**src/rtl/btn_debounce_multi_if.sv**
```systemverilog
// Button conditioner bus: raw pins in, debounced level and pulses out.
// The board/control side uses the master modport, the debouncer uses slave.
interface btn_debounce_multi_if #(
  parameter int N_BTN = 4
);
  logic [N_BTN-1:0] btn_in;
  logic [N_BTN-1:0] btn_level;
  logic [N_BTN-1:0] btn_press;
  logic [N_BTN-1:0] btn_release;
  logic [N_BTN-1:0] btn_long;
  logic             tick;

  modport master (
    output btn_in,
    input  btn_level, btn_press, btn_release, btn_long, tick
  );

  modport slave (
    input  btn_in,
    output btn_level, btn_press, btn_release, btn_long, tick
  );
endinterface : btn_debounce_multi_if

```
**src/rtl/btn_debounce_multi.sv**
```systemverilog
// N-channel push-button conditioner: 2-FF synchroniser, shared sample tick,
// consecutive-sample stability filter, press/release pulses and an optional
// long-press pulse. Define BTN_LONG_PRESS_EN to build the long-press hold
// counters; without it btn_long is tied to zero.
module btn_debounce_multi #(
  parameter int          N_BTN          = 4,
  parameter logic [19:0] SAMPLE_CNT     = 20'd1000,
  parameter int          STABLE_SAMPLES = 3,
  parameter int          LONG_SAMPLES   = 100,
  parameter bit          ACTIVE_LOW     = 1'b0
) (
  input  logic                  clock,
  input  logic                  n_reset,
  btn_debounce_multi_if.slave   bus
);

  // Filter counter only needs to hold 0..STABLE_SAMPLES-1.
  localparam int               FW       = $clog2(STABLE_SAMPLES + 1);
  localparam logic [FW-1:0]    FILT_ONE = FW'(1);

  // ---------------------------------------------------------------------------
  // Shared sample tick
  // ---------------------------------------------------------------------------
  logic [19:0] cnt_q, cnt_d;
  logic        tick;

  assign tick = (cnt_q == SAMPLE_CNT);

  // Tick divider: count 0..SAMPLE_CNT and wrap.
  // NOTE: combinational blocks use blocking '=' and assign every output a
  // default first, so no latch is inferred on any path.
  always_comb begin
    cnt_d = tick ? 20'd0 : cnt_q + 20'd1;
  end

  // ---------------------------------------------------------------------------
  // Synchroniser and optional polarity inversion
  // ---------------------------------------------------------------------------
  logic [N_BTN-1:0] sync1_q, sync1_d;
  logic [N_BTN-1:0] sync2_q, sync2_d;
  logic [N_BTN-1:0] s;

  // Two-stage shift of the raw pins into the clock domain.
  always_comb begin
    sync1_d = bus.btn_in;
    sync2_d = sync1_q;
  end

  assign s = ACTIVE_LOW ? ~sync2_q : sync2_q;

  // ---------------------------------------------------------------------------
  // Stability filter and press/release pulses
  // ---------------------------------------------------------------------------
  logic [FW-1:0]    filt_q [N_BTN];
  logic [FW-1:0]    filt_d [N_BTN];
  logic [N_BTN-1:0] level_q, level_d;
  logic [N_BTN-1:0] press_q, press_d;
  logic [N_BTN-1:0] rel_q,   rel_d;

  // Per channel on each tick: an agreeing sample clears the count, the
  // STABLE_SAMPLES-th consecutive differing sample flips the level.
  always_comb begin
    level_d = level_q;
    press_d = '0;
    rel_d   = '0;
    for (int i = 0; i < N_BTN; i++) begin
      filt_d[i] = filt_q[i];
      if (tick) begin
        if (s[i] == level_q[i]) begin
          filt_d[i] = '0;
        end else if (int'(filt_q[i]) + 1 == STABLE_SAMPLES) begin
          filt_d[i]  = '0;
          level_d[i] = ~level_q[i];
          press_d[i] = ~level_q[i];
          rel_d[i]   =  level_q[i];
        end else begin
          filt_d[i] = filt_q[i] + FILT_ONE;
        end
      end
    end
  end

  // State registers for divider, synchroniser, filter and pulses.
  // NOTE: sequential state uses non-blocking '<=' so every flop samples the
  // pre-edge values; the filter counter array is reset because a stale partial
  // count after reset would shorten the first qualification.
  always_ff @(posedge clock or negedge n_reset) begin
    if (!n_reset) begin
      cnt_q   <= '0;
      sync1_q <= '0;
      sync2_q <= '0;
      level_q <= '0;
      press_q <= '0;
      rel_q   <= '0;
      for (int i = 0; i < N_BTN; i++) filt_q[i] <= '0;
    end else begin
      cnt_q   <= cnt_d;
      sync1_q <= sync1_d;
      sync2_q <= sync2_d;
      level_q <= level_d;
      press_q <= press_d;
      rel_q   <= rel_d;
      for (int i = 0; i < N_BTN; i++) filt_q[i] <= filt_d[i];
    end
  end

  // ---------------------------------------------------------------------------
  // Long-press detection
  // ---------------------------------------------------------------------------
`ifdef BTN_LONG_PRESS_EN
  localparam logic [15:0] LONG_MAX = 16'(LONG_SAMPLES);
  localparam logic [15:0] LONG_PRE = 16'(LONG_SAMPLES - 1);

  logic [15:0]      hold_q [N_BTN];
  logic [15:0]      hold_d [N_BTN];
  logic [N_BTN-1:0] long_q, long_d;
  logic [N_BTN-1:0] flip;

  assign flip = level_d ^ level_q;

  // Hold counter runs once per tick while pressed, saturates, and pulses
  // btn_long only on the increment that reaches LONG_SAMPLES.
  always_comb begin
    long_d = '0;
    for (int i = 0; i < N_BTN; i++) begin
      hold_d[i] = hold_q[i];
      if (!level_q[i] || flip[i]) begin
        hold_d[i] = '0;
      end else if (tick && hold_q[i] < LONG_MAX) begin
        hold_d[i] = hold_q[i] + 16'd1;
        long_d[i] = (hold_q[i] == LONG_PRE);
      end
    end
  end

  // Hold counter and long-press pulse registers.
  always_ff @(posedge clock or negedge n_reset) begin
    if (!n_reset) begin
      long_q <= '0;
      for (int i = 0; i < N_BTN; i++) hold_q[i] <= '0;
    end else begin
      long_q <= long_d;
      for (int i = 0; i < N_BTN; i++) hold_q[i] <= hold_d[i];
    end
  end

  assign bus.btn_long = long_q;
`else
  assign bus.btn_long = '0;
`endif

  assign bus.btn_level   = level_q;
  assign bus.btn_press   = press_q;
  assign bus.btn_release = rel_q;
  assign bus.tick        = tick;

endmodule : btn_debounce_multi

```
**src/flat_wrapper.sv**
```systemverilog
// flat-port wrapper written by rule: the top's interface ports become plain ports
module btn_debounce_multi_flat 
#(
  parameter int          N_BTN          = 4,
  parameter logic [19:0] SAMPLE_CNT     = 20'd1000,
  parameter int          STABLE_SAMPLES = 3,
  parameter int          LONG_SAMPLES   = 100,
  parameter bit          ACTIVE_LOW     = 1'b0
)
  (clock, n_reset, bus_btn_in, bus_btn_level, bus_btn_press, bus_btn_release, bus_btn_long, bus_tick);
  btn_debounce_multi_if #(.N_BTN(N_BTN)) bus_i ();
  input  logic clock;
  input  logic n_reset;
  input wire logic [$bits(bus_i.btn_in)-1:0] bus_btn_in;
  output wire logic [$bits(bus_i.btn_level)-1:0] bus_btn_level;
  output wire logic [$bits(bus_i.btn_press)-1:0] bus_btn_press;
  output wire logic [$bits(bus_i.btn_release)-1:0] bus_btn_release;
  output wire logic [$bits(bus_i.btn_long)-1:0] bus_btn_long;
  output wire logic [$bits(bus_i.tick)-1:0] bus_tick;
  assign bus_i.btn_in = bus_btn_in;
  assign bus_btn_level = bus_i.btn_level;
  assign bus_btn_press = bus_i.btn_press;
  assign bus_btn_release = bus_i.btn_release;
  assign bus_btn_long = bus_i.btn_long;
  assign bus_tick = bus_i.tick;
  btn_debounce_multi #(.N_BTN(N_BTN), .SAMPLE_CNT(SAMPLE_CNT), .STABLE_SAMPLES(STABLE_SAMPLES), .LONG_SAMPLES(LONG_SAMPLES), .ACTIVE_LOW(ACTIVE_LOW)) u_core (.clock(clock), .n_reset(n_reset), .bus(bus_i));
endmodule
```
**config.mk**
```make
export PLATFORM = sky130hd
export DESIGN_NAME = btn_debounce_multi_flat
export DESIGN_NICKNAME = d
export VERILOG_FILES = /design/src/rtl/btn_debounce_multi_if.sv /design/src/rtl/btn_debounce_multi.sv /design/src/flat_wrapper.sv
export SDC_FILE = /design/constraint.sdc
export NUM_CORES = 1
export LEC_CHECK = 0
export ABC_AREA = 0
export BUFFER_PORTS_ARGS = -buffer_cell sky130_fd_sc_hd__buf_2
export CORE_MARGIN = 5
export CORE_UTILIZATION = 47
export CTS_BUF_LIST = sky130_fd_sc_hd__clkbuf_2
export CTS_CLUSTER_DIAMETER = 200
export CTS_CLUSTER_SIZE = 10
export DETAILED_ROUTE_END_ITERATION = 6
export PLACE_DENSITY = 0.72
export SYNTH_ARGS = -nofsm -noshare
export SYNTH_HDL_FRONTEND = slang
export SYNTH_SLANG_ARGS = --single-unit
```
**constraint.sdc**
```tcl
create_clock -name clock -period 3.8 [get_ports clock]
set_input_delay 1.14 -clock clock [delete_from_list [all_inputs] [get_ports clock]]
set_output_delay 1.14 -clock clock [all_outputs]
set_load 0.05 [all_outputs]
```
# [Word-level counts from Yosys, hierarchy flattened]
# Index checks and enable logic that the tools add are counted.
[classes] n_eq_ne=9 add_sub_neg=9 n_reduce_logical=4 muxes=33 n_bitwise=8
[ops] operator="== test 32 x 3 -> 1 bit (second input constant)" n=4
[ops] operator="2-to-1 mux 1 bit" n=24
[ops] operator="adder 20 x 1 -> 20 bit (second input constant)" n=1
[ops] operator="== test 20 x 10 -> 1 bit (second input constant)" n=1
[ops] operator="2-to-1 mux 20 bit" n=1
[ops] operator="2-to-1 mux 2 bit" n=8
[ops] operator="adder 2 x 1 -> 3 bit (second input constant)" n=4
[ops] operator="AND reduction 3 bit" n=4
[ops] operator="adder 2 x 1 -> 2 bit (second input constant)" n=4
[ops] operator="NOT 1 bit" n=8
[ops] operator="== test 1 bit" n=4
[word_totals] register_bits=48 input_bits=6 elab_cells=76 out_inout_bits=17

# [Depth between registers and ports, before layout]
[logic_depth] depth_word=5 mapped_depth=8 depth_no_buf=6

# [Worst setup path after synthesis]
# Ideal clock, no wire load.
[synth_timing] kind="register to output" start="reg u_core.cnt_q[10]" end="out bus_tick" setup_slack_ns=0.723 required_ns=2.660 t_arrival_ns=1.937 path_buffers=3 path_stages_with_launch=8 cell_sequence="dfrtp_1 -> or4b_1 -> or3_1 -> buf_2 -> or2_1 -> buf_6 -> clkinv_2 -> buf_6"
[synth_between] elab_chain_len=1
[synth_lines] item="start, declared" line="btn_debounce_multi.sv:24" source="logic [19:0] cnt_q, cnt_d;"
[synth_lines] item="start signal, assigned" line="btn_debounce_multi.sv:97" source="cnt_q <= cnt_d;"
[synth_lines] item="== test 20 x 10 -> 1 bit" line="btn_debounce_multi.sv:27" source="assign tick = (cnt_q == SAMPLE_CNT);"
[synth_lines] item="end, declared" line="flat_wrapper.sv:19" source="output wire logic [$bits(bus_i.tick)-1:0] bus_tick;"
# No other way between the ends.

# [Worst setup path after layout]
# Ends and elaborated chain as after synthesis.

==> reports/results.txt <==
For the maximum clock skew at final layout, the log shows 0.03400 ns. The tools report the last element of the critical path as bus_tick. The floorplan step set the die width to 75.92 µm. The logic depth of the worst register-to-register path was 5. For the number of different library cells in the post-synthesis netlist, the log shows 33.

Setup slack closes at 0.2141 ns. After detailed routing, the number of remaining DRC violations is 0. The number of pins exceeding their max-slew limit in the final report is 0. In this run, synthesis inferred 0 flip-flops with an integrated enable. Largest fanout on the critical path: 13.

Across all layers, the routed design uses 1,243 vias. Clock-pin slew was measured on the worst setup and hold paths at 0.22 ns. Setup violations remaining at the end of the flow were counted as 0.

The fraction of power consumed by sequential logic was 0.640. The die covers 5763 µm². Routed wire length: 3.311 mm.

The worst setup path is captured at a primary output. In this run the power density over the cells is 364.7 nW/µm². The run finished with clean final reports. In this run the static leakage power is 1.059 nW. Timing would allow up to 278.9 MHz.

The proportion of netlist area held by the largest area contributor is 0.5882, and the number of warning messages in the yosys log is 0. Setup repair after global routing left no endpoint under its margin. The tools report the aggregate global-route resource usage as 0.1289.

The ratio of cells with drive above 1 in the final layout is 0.1842, and the maximum root-to-sink buffer count is 2. The run gives 0.4755 as the starting utilization of the core area. The count of buffers added on input and output ports is 18.

In this run the standard cell core region covers 4294 µm². In this run the critical register-to-register path is captured at u_core.bus.btn_release[1]. After layout, the minimum clock period comes to 3.586 ns. The number of violations reported at the end of detailed-routing iteration 0 was 70. The floorplan has 24 rows. The worst vdd rail ir drop came out at 0.1619 mV. Max-capacitance violation count: 0. At the end of the flow, the number of nets in the layout was 197. The number of hold violations in the final report is 0, and the count of hold buffers inserted by post-cts repair is 0.

In this run, CTS created clock tree buffers numbering 5. The proportion of register bits with asynchronous set or reset after synthesis came out at 1.000. The congestion estimate from routability-driven global placement came to 0.7128.

The most used flip-flop cell after synthesis is dfrtp_1. The run gives 0 as the remaining global-route overflow. The number of global-route vias before repair is 1,276, and the detailed-routing iteration count for the pre-antenna-repair pass is 4. The number of antenna diodes in the final layout is 0. The critical path is of the flip-flop to primary output type. The worst register-to-register path begins at u_core.cnt_q[10].

Yosys attributes the largest share of cell area to dfrtp_1 59%, xnor2_1 6.0%, xor2_1 3.4%. The tools report the fraction of power consumed by combinational cells as 0.030. Tracing the worst setup path back leads to its startpoint at u_core.cnt_q[10]. The insertion delay to the later sink of the worst-skew pair is 0.43 ns.

Entering global routing, the biggest net connects 49 pins. In this run the most critical hold path is launched from u_core.sync1_q[2]. The layout has 397 filler cells. Most common cell after layout, fill and taps aside: dfrtp_1. After detailed routing, the average wire length per cell comes to 13.68 µm.

The internal reg-to-reg setup slack is 1.58 ns, and the average size of a mapped cell is 12.15 µm². The fraction of power consumed by the clock network is 0.330. The worst slew margin relative to its limit came out at 0.3220.

The top cell types in the final layout, fill and taps aside, are 48 x dfrtp_1, 17 x buf_2, 14 x xnor2_1. CTS placed an instance of clkbuf_2 at the clock tree root. The first global-routing pass estimated 5.927 mm of wire. Required arrival time at the worst endpoint: 2.66 ns. The worst setup path is launched from a flip-flop. Sequential fraction of the synthesis area: 0.5882.

The synthesis-stage register bit count works out to 48. The estimated wirelength of the detail-placed design is 2.350 mm. Type of the worst min-delay path: flip-flop to flip-flop. 23 I/O pins were placed. The clock tree synthesis step divided the H-tree into 2 levels. The number of clock sinks is 48. Netlist area before placement: 2042 µm². Initial antenna violation count: 0.

Before CTS, the worst setup slack after placement is 0.5568 ns. Cell count after synthesis: 168. The die boundary height came out at 75.92 µm.

Internal power comes to 0.6295 mW. Adding up every negative setup slack in the final design gives 0 ns. The area growth from synthesis to layout came out at 8.823%. Vias per cell: 5.136. TritonCTS built the clock tree. Summed over all nets, the switching power comes to 0.1810 mW. The net switching fraction of the power came out at 0.2233. The transition time of the tightest slew-check pin was 1.017 ns; the signal arrival time at the worst endpoint was 2.45 ns. The final critical-path share of the clock period is 0.9437. The library cell with the largest summed area after synthesis was dfrtp_1. Once detail routing completed, the nets flagged for antenna violations numbered 0.
[kinds of logic after synthesis]
| family | after synthesis | synth area share |
|---|---|---|
| compound gates | 10 | 0.03799 |
| xor+xnor | 22 | 0.09437 |
| fa+ha+maj | 2 | 0.01225 |
| buf+inv | 17 | 0.05085 |
| flops | 48 | 0.5882 |
| mux | 6 | 0.03309 |
| other cells | 1 | 0.001836 |
| simple gates | 62 | 0.1814 |
[area by class of cell]
type	instances	area (µm²)	share of cell area
Tap cell	52	65.06	0.02928
Clock buffer	5	25.02	0.01126
Multi-Input combinational cell	106	753.2	0.3390
Sequential cell	48	1201	0.5405
Inverter	9	35.03	0.01577
Timing Repair Buffer	19	100.1	0.04505
Clock inverter	3	42.54	0.01914
[worst min path at each step]
stage	end	slack (ns)	cells past startpoint
3_3_place_gp	u_core.s[3]	0.33	0
2_1_floorplan	u_core.s[0]	0.33	0
5_1_grt	u_core.s[3]	0.41	0
6_report	u_core.s[2]	0.38	0
4_1_cts	u_core.s[0]	0.39	0
3_5_place_dp	u_core.s[0]	0.34	0
[cell usage after synthesis (2+ instances only)]
cell type  count
a22o_1         2
buf_4          4
buf_6          3
dfrtp_1       48
ha_1           2
inv_1          8
mux2_1         4
mux2_2         2
nand2_1        5
nand2b_1       4
nand3_1        8
nand4_1        5
nor2_1        11
nor3_1         4
nor3b_1        2
nor4_1         9
nor4_2         2
nor4b_1        3
o31ai_1        8
xnor2_1       14
xor2_1         8
[per-stage QoR]
stage	total power [mW]	std cells	utilization	instance area (µm²)	hold WS (ns)
after floorplan	0.5426	171	-	2053	0.3312
after detailed placement	0.5529	234	0.5000	2147	0.3378
final	0.8105	242	0.5175	2222	0.3762
after global routing	0.8506	242	0.5175	2222	0.4074
after CTS	0.8233	242	0.5157	2215	0.3851
after global placement	0.5523	234	0.5000	2147	0.3350
[routing by layer]
layer | part of all wire | GRT usage | wire [µm]
met5 | 0 | 0 | 0
met2 | 0.49 | 0.2003 | 1614
met3 | 0.044 | 0.04621 | 146
met1 | 0.45 | 0.1599 | 1477
met4 | 0.021 | 0.05872 | 71
[repair_timing]
| action | in CTS | in global routing |
|---|---|---|
| buffers inserted | 0 | 0 |
| endpoints found under the setup margin | 0 | 1 |
| resized for setup | 0 | 3 |
| hold endpoints to repair | 0 | 0 |
[critical path, stage by stage (launching register included)]
cell and delay (ns):
dfrtp_1 0.46, or4b_1 0.52, or3_4 0.38, or2_1 0.27, clkinv_2 0.18, buf_4 0.24
[sequential cells by signal, indices dropped and copies added (netlist names)]
signal / count
u_core.cnt_q: 20
u_core.filt_q: 8
u_core.bus.btn_level: 4
u_core.bus.btn_press: 4
u_core.bus.btn_release: 4
u_core.s: 4
u_core.sync1_q: 4
[power groups by stage]
| stage | logic (mW) | clock network, mW | registers, mW |
|---|---|---|---|
| CTS | 0.0253 | 0.279 | 0.519 |
| finish | 0.0244 | 0.267 | 0.519 |
| floorplan | 0.0156 | 0 | 0.527 |
| global placement | 0.0248 | 0 | 0.528 |
| global route | 0.0279 | 0.303 | 0.520 |
| detailed placement | 0.0253 | 0 | 0.528 |
(Power assumes the default switching activity.)
